## config.mk

```make
export PLATFORM = sky130hd
export DESIGN_NAME = qpsk_wave_synth
export DESIGN_NICKNAME = d
export VERILOG_FILES = /design/src/rtl/qpsk_wave_synth.sv
export SDC_FILE = /design/constraint.sdc
export NUM_CORES = 1
export LEC_CHECK = 0
export CAP_MARGIN = 20
export CORE_MARGIN = 2
export CORE_UTILIZATION = 31
export CTS_CLUSTER_DIAMETER = 80
export CTS_CLUSTER_SIZE = 28
export DETAILED_ROUTE_END_ITERATION = 10
export GPL_TIMING_DRIVEN = 0
export MAX_ROUTING_LAYER = met4
export PLACE_DENSITY = 0.61
export SETUP_SLACK_MARGIN = 0.4
export SLEW_MARGIN = 20
export SYNTH_ARGS = -nofsm -noshare
export SYNTH_HDL_FRONTEND = slang
export SYNTH_SLANG_ARGS = --single-unit
```

## constraint.sdc

```tcl
create_clock -name clk -period 3.4 [get_ports clk]
set_input_delay 0.34 -clock clk [delete_from_list [all_inputs] [get_ports clk]]
set_output_delay 0.34 -clock clk [all_outputs]
set_load 0.1 [all_outputs]
```

## src/rtl/qpsk_wave_synth.sv

```systemverilog
// QPSK carrier synthesis: holds a 4-bit phase code (x22.5 deg) for SPS samples and emits
// signed sine samples indexed by a free-running 16-step reference counter plus that phase.
module qpsk_wave_synth #(
  parameter int SPS = 16
) (
  input  logic              clk,
  input  logic              rst,
  input  logic [3:0]        phase_code,
  input  logic              phase_valid,
  output logic              phase_ready,
  output logic signed [7:0] sample_out,
  output logic              sample_valid,
  output logic              symbol_start,
  output logic              underrun,
  output logic              dbg_state_o
);

  typedef enum logic {
    IDLE = 1'b0,
    RUN  = 1'b1
  } state_t;

  localparam logic [7:0] LAST_CNT = 8'(SPS - 1);

  state_t            state_q;
  logic [3:0]        carrier_idx_q;
  logic [3:0]        held_phase_q;
  logic [7:0]        sym_cnt_q;
  logic signed [7:0] sample_out_q;
  logic              sample_valid_q;
  logic              symbol_start_q;
  logic              underrun_q;

  logic              transfer;
  logic [3:0]        phase_d;
  logic [3:0]        lut_idx_d;
  logic signed [7:0] sample_d;

  function automatic logic signed [7:0] sine_lut(input logic [3:0] k);
    logic signed [7:0] v;
    case (k)
      4'd0:    v = 8'sd0;
      4'd1:    v = 8'sd49;
      4'd2:    v = 8'sd90;
      4'd3:    v = 8'sd117;
      4'd4:    v = 8'sd127;
      4'd5:    v = 8'sd117;
      4'd6:    v = 8'sd90;
      4'd7:    v = 8'sd49;
      4'd8:    v = 8'sd0;
      4'd9:    v = -8'sd49;
      4'd10:   v = -8'sd90;
      4'd11:   v = -8'sd117;
      4'd12:   v = -8'sd127;
      4'd13:   v = -8'sd117;
      4'd14:   v = -8'sd90;
      default: v = -8'sd49;
    endcase
    return v;
  endfunction

  // Handshake: a code transfers on any edge where phase_valid && phase_ready. phase_ready
  // depends only on rst, state and sym_cnt (never on phase_valid); phase_code is ignored
  // on edges without a transfer.
  always_comb begin
    phase_ready = 1'b0;
    if (!rst || state_q == IDLE || sym_cnt_q == LAST_CNT) phase_ready = 1'b1;
  end

  // A newly accepted code drives the sample on the same edge it is accepted.
  always_comb begin
    transfer  = rst && phase_valid && phase_ready;
    phase_d   = transfer ? phase_code : held_phase_q;
    lut_idx_d = carrier_idx_q + phase_d;
    sample_d  = sine_lut(lut_idx_d);
  end

  always_ff @(posedge clk) begin
    if (!rst) begin
      state_q        <= IDLE;
      carrier_idx_q  <= 4'd0;
      held_phase_q   <= 4'd0;
      sym_cnt_q      <= 8'd0;
      sample_out_q   <= 8'sd0;
      sample_valid_q <= 1'b0;
      symbol_start_q <= 1'b0;
      underrun_q     <= 1'b0;
    end else begin
      carrier_idx_q  <= carrier_idx_q + 4'd1;
      symbol_start_q <= 1'b0;
      underrun_q     <= 1'b0;
      case (state_q)
        IDLE: begin
          sample_out_q   <= 8'sd0;
          sample_valid_q <= 1'b0;
          if (transfer) begin
            state_q        <= RUN;
            held_phase_q   <= phase_code;
            sym_cnt_q      <= 8'd0;
            sample_out_q   <= sample_d;
            sample_valid_q <= 1'b1;
            symbol_start_q <= 1'b1;
          end
        end
        default: begin
          if (sym_cnt_q != LAST_CNT) begin
            sym_cnt_q      <= sym_cnt_q + 8'd1;
            sample_out_q   <= sample_d;
            sample_valid_q <= 1'b1;
          end else if (transfer) begin
            held_phase_q   <= phase_code;
            sym_cnt_q      <= 8'd0;
            sample_out_q   <= sample_d;
            sample_valid_q <= 1'b1;
            symbol_start_q <= 1'b1;
          end else begin
            state_q        <= IDLE;
            sym_cnt_q      <= 8'd0;
            sample_out_q   <= 8'sd0;
            sample_valid_q <= 1'b0;
            underrun_q     <= 1'b1;
          end
        end
      endcase
    end
  end

  assign sample_out   = sample_out_q;
  assign sample_valid = sample_valid_q;
  assign symbol_start = symbol_start_q;
  assign underrun     = underrun_q;
  assign dbg_state_o  = state_q;

endmodule

```

==> metrics.txt <==
status=completed; Die ar.=5000 sq um; Die W=70.7 microns; Worst-Skew Late Latency=0.28 ns; Routed WL=2.84 mm; initial antenna violation count=0; Synth area leader=dfxtp_1; GRT Overall Usage=12.1%; Max H-tree Level=1; Worst Skew=0.00503 ns; # IOs=20; Pins Over Slew Limit=0; dpl ws=0.197 ns; # hold bufs at CTS=0; ranking of synthesized cells by area=dfxtp_1 (39%), ha_1 (8.2%), nor2_1 (3.8%); drt pass-1 iters=4; CP Capture Type=flop; Yosys top cell area share=39.2%; Setup Total Neg Slack=0 ns; #FFs+latches synth=27; ant diodes=0; Post-Syn Area per Cell=9.32 sq um; Post-synth ARST share=0%; cells after synthesis=148; DR WL/cell=12.0 microns; Least-Margin Pin Slew=0.965 ns; P per Cell Area=444 nW/um^2; TritonCTS clock tree=done; Crit Path Class=reg2reg; first-pass GRT wire length=4.77 mm; post-layout min period=3.11 ns; largest net degree at the start of global routing=16; Final Hold Vio Count=0; DR vias/cell=4.75; placeable core area=4320 sq um; post-synthesis cell area=1380 sq um; Clk pin slew, worst setup/hold paths=0.09 ns; CP startpoint kind=flop; dpl cells=218; Seq/Total Area, Yosys=39.2%; Synthesized Nets=165; gpl congestion=0.859; RSZ-0062 raised after global routing=true; Yosys warnings=0; CP arrival=3.28 ns; Min-Delay Path Class=reg2reg; fin cells=236; data required time of the worst path=3.57 ns; layout cell share with drive strength beyond 1=31.0%; CTS Root Cell=clkbuf_8; Final period util=91.4%; slew margin rel.=35.5%; Via Count=1,122; fmax=322 MHz; nets=202; final-report setup violation count=0; synth-to-layout area growth=39.9%; CTS buffer count=3; Max-cap violations=0; top_reg_cell synth=dfxtp_1; post-synthesis cell type count=36; Antenna Nets Post-Route=0; Leakage Power=0.770 nW; global route overflow=0; residual DRC count=0; Initial Util=31.9%; maximum VDD drop=0.000157 V; FP Rows=24; Crit Path Max Fanout=5; CTS Sinks=27; Starting DRT DRC Count=27; number of enable flip-flop cells after synthesis=0; crit path setup slack, layout=0.292 ns; half-perimeter wire length after placement=2.04 mm; Port Buffers=18; Die Height=70.7 microns; number of global-route vias before repair=1,082; Max clock buf depth=2
## registers in the layout, summed over array words and instances, names as in the netlist
signal / flops
carrier_idx_q: 4
held_phase_q: 4
sample_out: 8
sample_valid: 1
sym_cnt_q: 8
symbol_start: 1
underrun: 1
## through the flow
step	hold slack [ns]	utilization [%]	power (mW)	instance area, sq um
after floorplan	0.436	-	0.578	1470
after global placement	0.455	39.7	0.632	1720
after detailed placement	0.464	39.7	0.637	1720
after CTS	0.449	43.1	0.841	1860
after global routing	0.479	44.6	0.905	1930
final	0.445	44.6	0.857	1930
## cells in the mapped netlist, types with 2 or more instances
cell type  instances
dfxtp_1           27
nor2_1            14
nand2_1           12
ha_1               9
and2_1             8
nand3_1            8
a21oi_1            7
inv_1              7
o21ai_0            7
nor2b_1            5
xor2_1             5
mux2i_1            4
o41ai_1            3
a211oi_1           2
buf_6              2
clkbuf_1           2
mux2_2             2
mux2_4             2
nand3b_1           2
nor3_1             2
o21a_1             2
xnor2_1            2
## critical path: stages, from the launching register on
cell	delay, ns
dfxtp_2	0.33
or4_4	0.53
o21a_1	0.21
buf_6	0.12
nor2_4	0.17
mux2_4	0.36
ha_4	0.23
a21oi_2	0.16
nand2_2	0.08
xor2_2	0.16
a21oi_2	0.12
nand2b_4	0.13
buf_6	0.11
mux2_4	0.29
## path summary, 6_finish.rpt
check / startpoint / end / slack [ns] / cells past startpoint
setup / recovery: sym_cnt_q[5]$_SDFFE_PN0P_ / sample_out[2]$_SDFF_PN0_ / 0.29 / 13
hold / removal: sym_cnt_q[7]$_SDFFE_PN0P_ / sym_cnt_q[7]$_SDFFE_PN0P_ / 0.45 / 1
hold reg to reg: sym_cnt_q[7]$_SDFFE_PN0P_ / sym_cnt_q[7]$_SDFFE_PN0P_ / 0.45 / 1
setup reg to reg: sym_cnt_q[5]$_SDFFE_PN0P_ / sample_out[2]$_SDFF_PN0_ / 0.29 / 13
## power by group
group / internal, mW / total [mW] / leakage [nW] / switching (mW)
clock: 0.0824 / 0.187 / 0.0255 / 0.104
combinational: 0.122 / 0.323 / 0.522 / 0.202
sequential: 0.335 / 0.347 / 0.222 / 0.0113
## layout make-up
type	instances	area, sq um
clock inverter	1	5.00
sequential	27	544
timing repair buffer	32	284
multi-input combinational	109	927
inverter	7	26.3
tap	52	65.1
clock buffer	3	41.3
fill	435	2390
buffer	5	37.5
## placed cells by master (no fill, tap or decap), drive strengths merged, types with 2 or more instances in the layout
master / count
xor2: 5
nor3: 2
nor2: 14
inv: 7
o21ai: 9
dfxtp: 27
nand3b: 3
nor2b: 5
o41ai: 3
nand2b: 2
ha: 9
buf: 17
and2: 8
a21oi: 7
nand2: 12
mux2: 4
clkbuf: 6
a211oi: 2
nand3: 8
mux2i: 4
clkdlybuf4s50: 17
o21a: 2
xnor2: 2
## routing by layer
| layer | share of wire (%) | wire (microns) | vias up | GRT usage, % |
|---|---|---|---|---|
| li1 | - | - | 579 | - |
| met1 | 43 | 1230 | 524 | 13.7 |
| met2 | 52 | 1470 | 14 | 20.9 |
| met3 | 3.1 | 87 | 5 | 1.99 |
| met4 | 1.8 | 52 | 0 | 5.45 |
| met5 | 0 | 0 | - | - |
## logic make-up (layout without fill, tap and decap cells)
group,Yosys count,in the layout,share of synthesized area [%]
AND/OR/NAND/NOR,57,57,22.1
AO/OA/AOI/OAI,27,27,13.3
flip-flops,27,27,39.2
buffers and inverters,12,48,4.62
adder cells (fa/ha/maj),10,10,9.61
multiplexers,8,8,6.71
XOR/XNOR,7,7,4.44
## what timing repair did
action	4_1_cts	5_1_grt
hold endpoints to repair	0	0
resized for setup	9	11
pin swaps	8	12
setup endpoints to repair	9	9
buffers inserted	9	5
No activity file was read; power rests on OpenSTA's default activity.
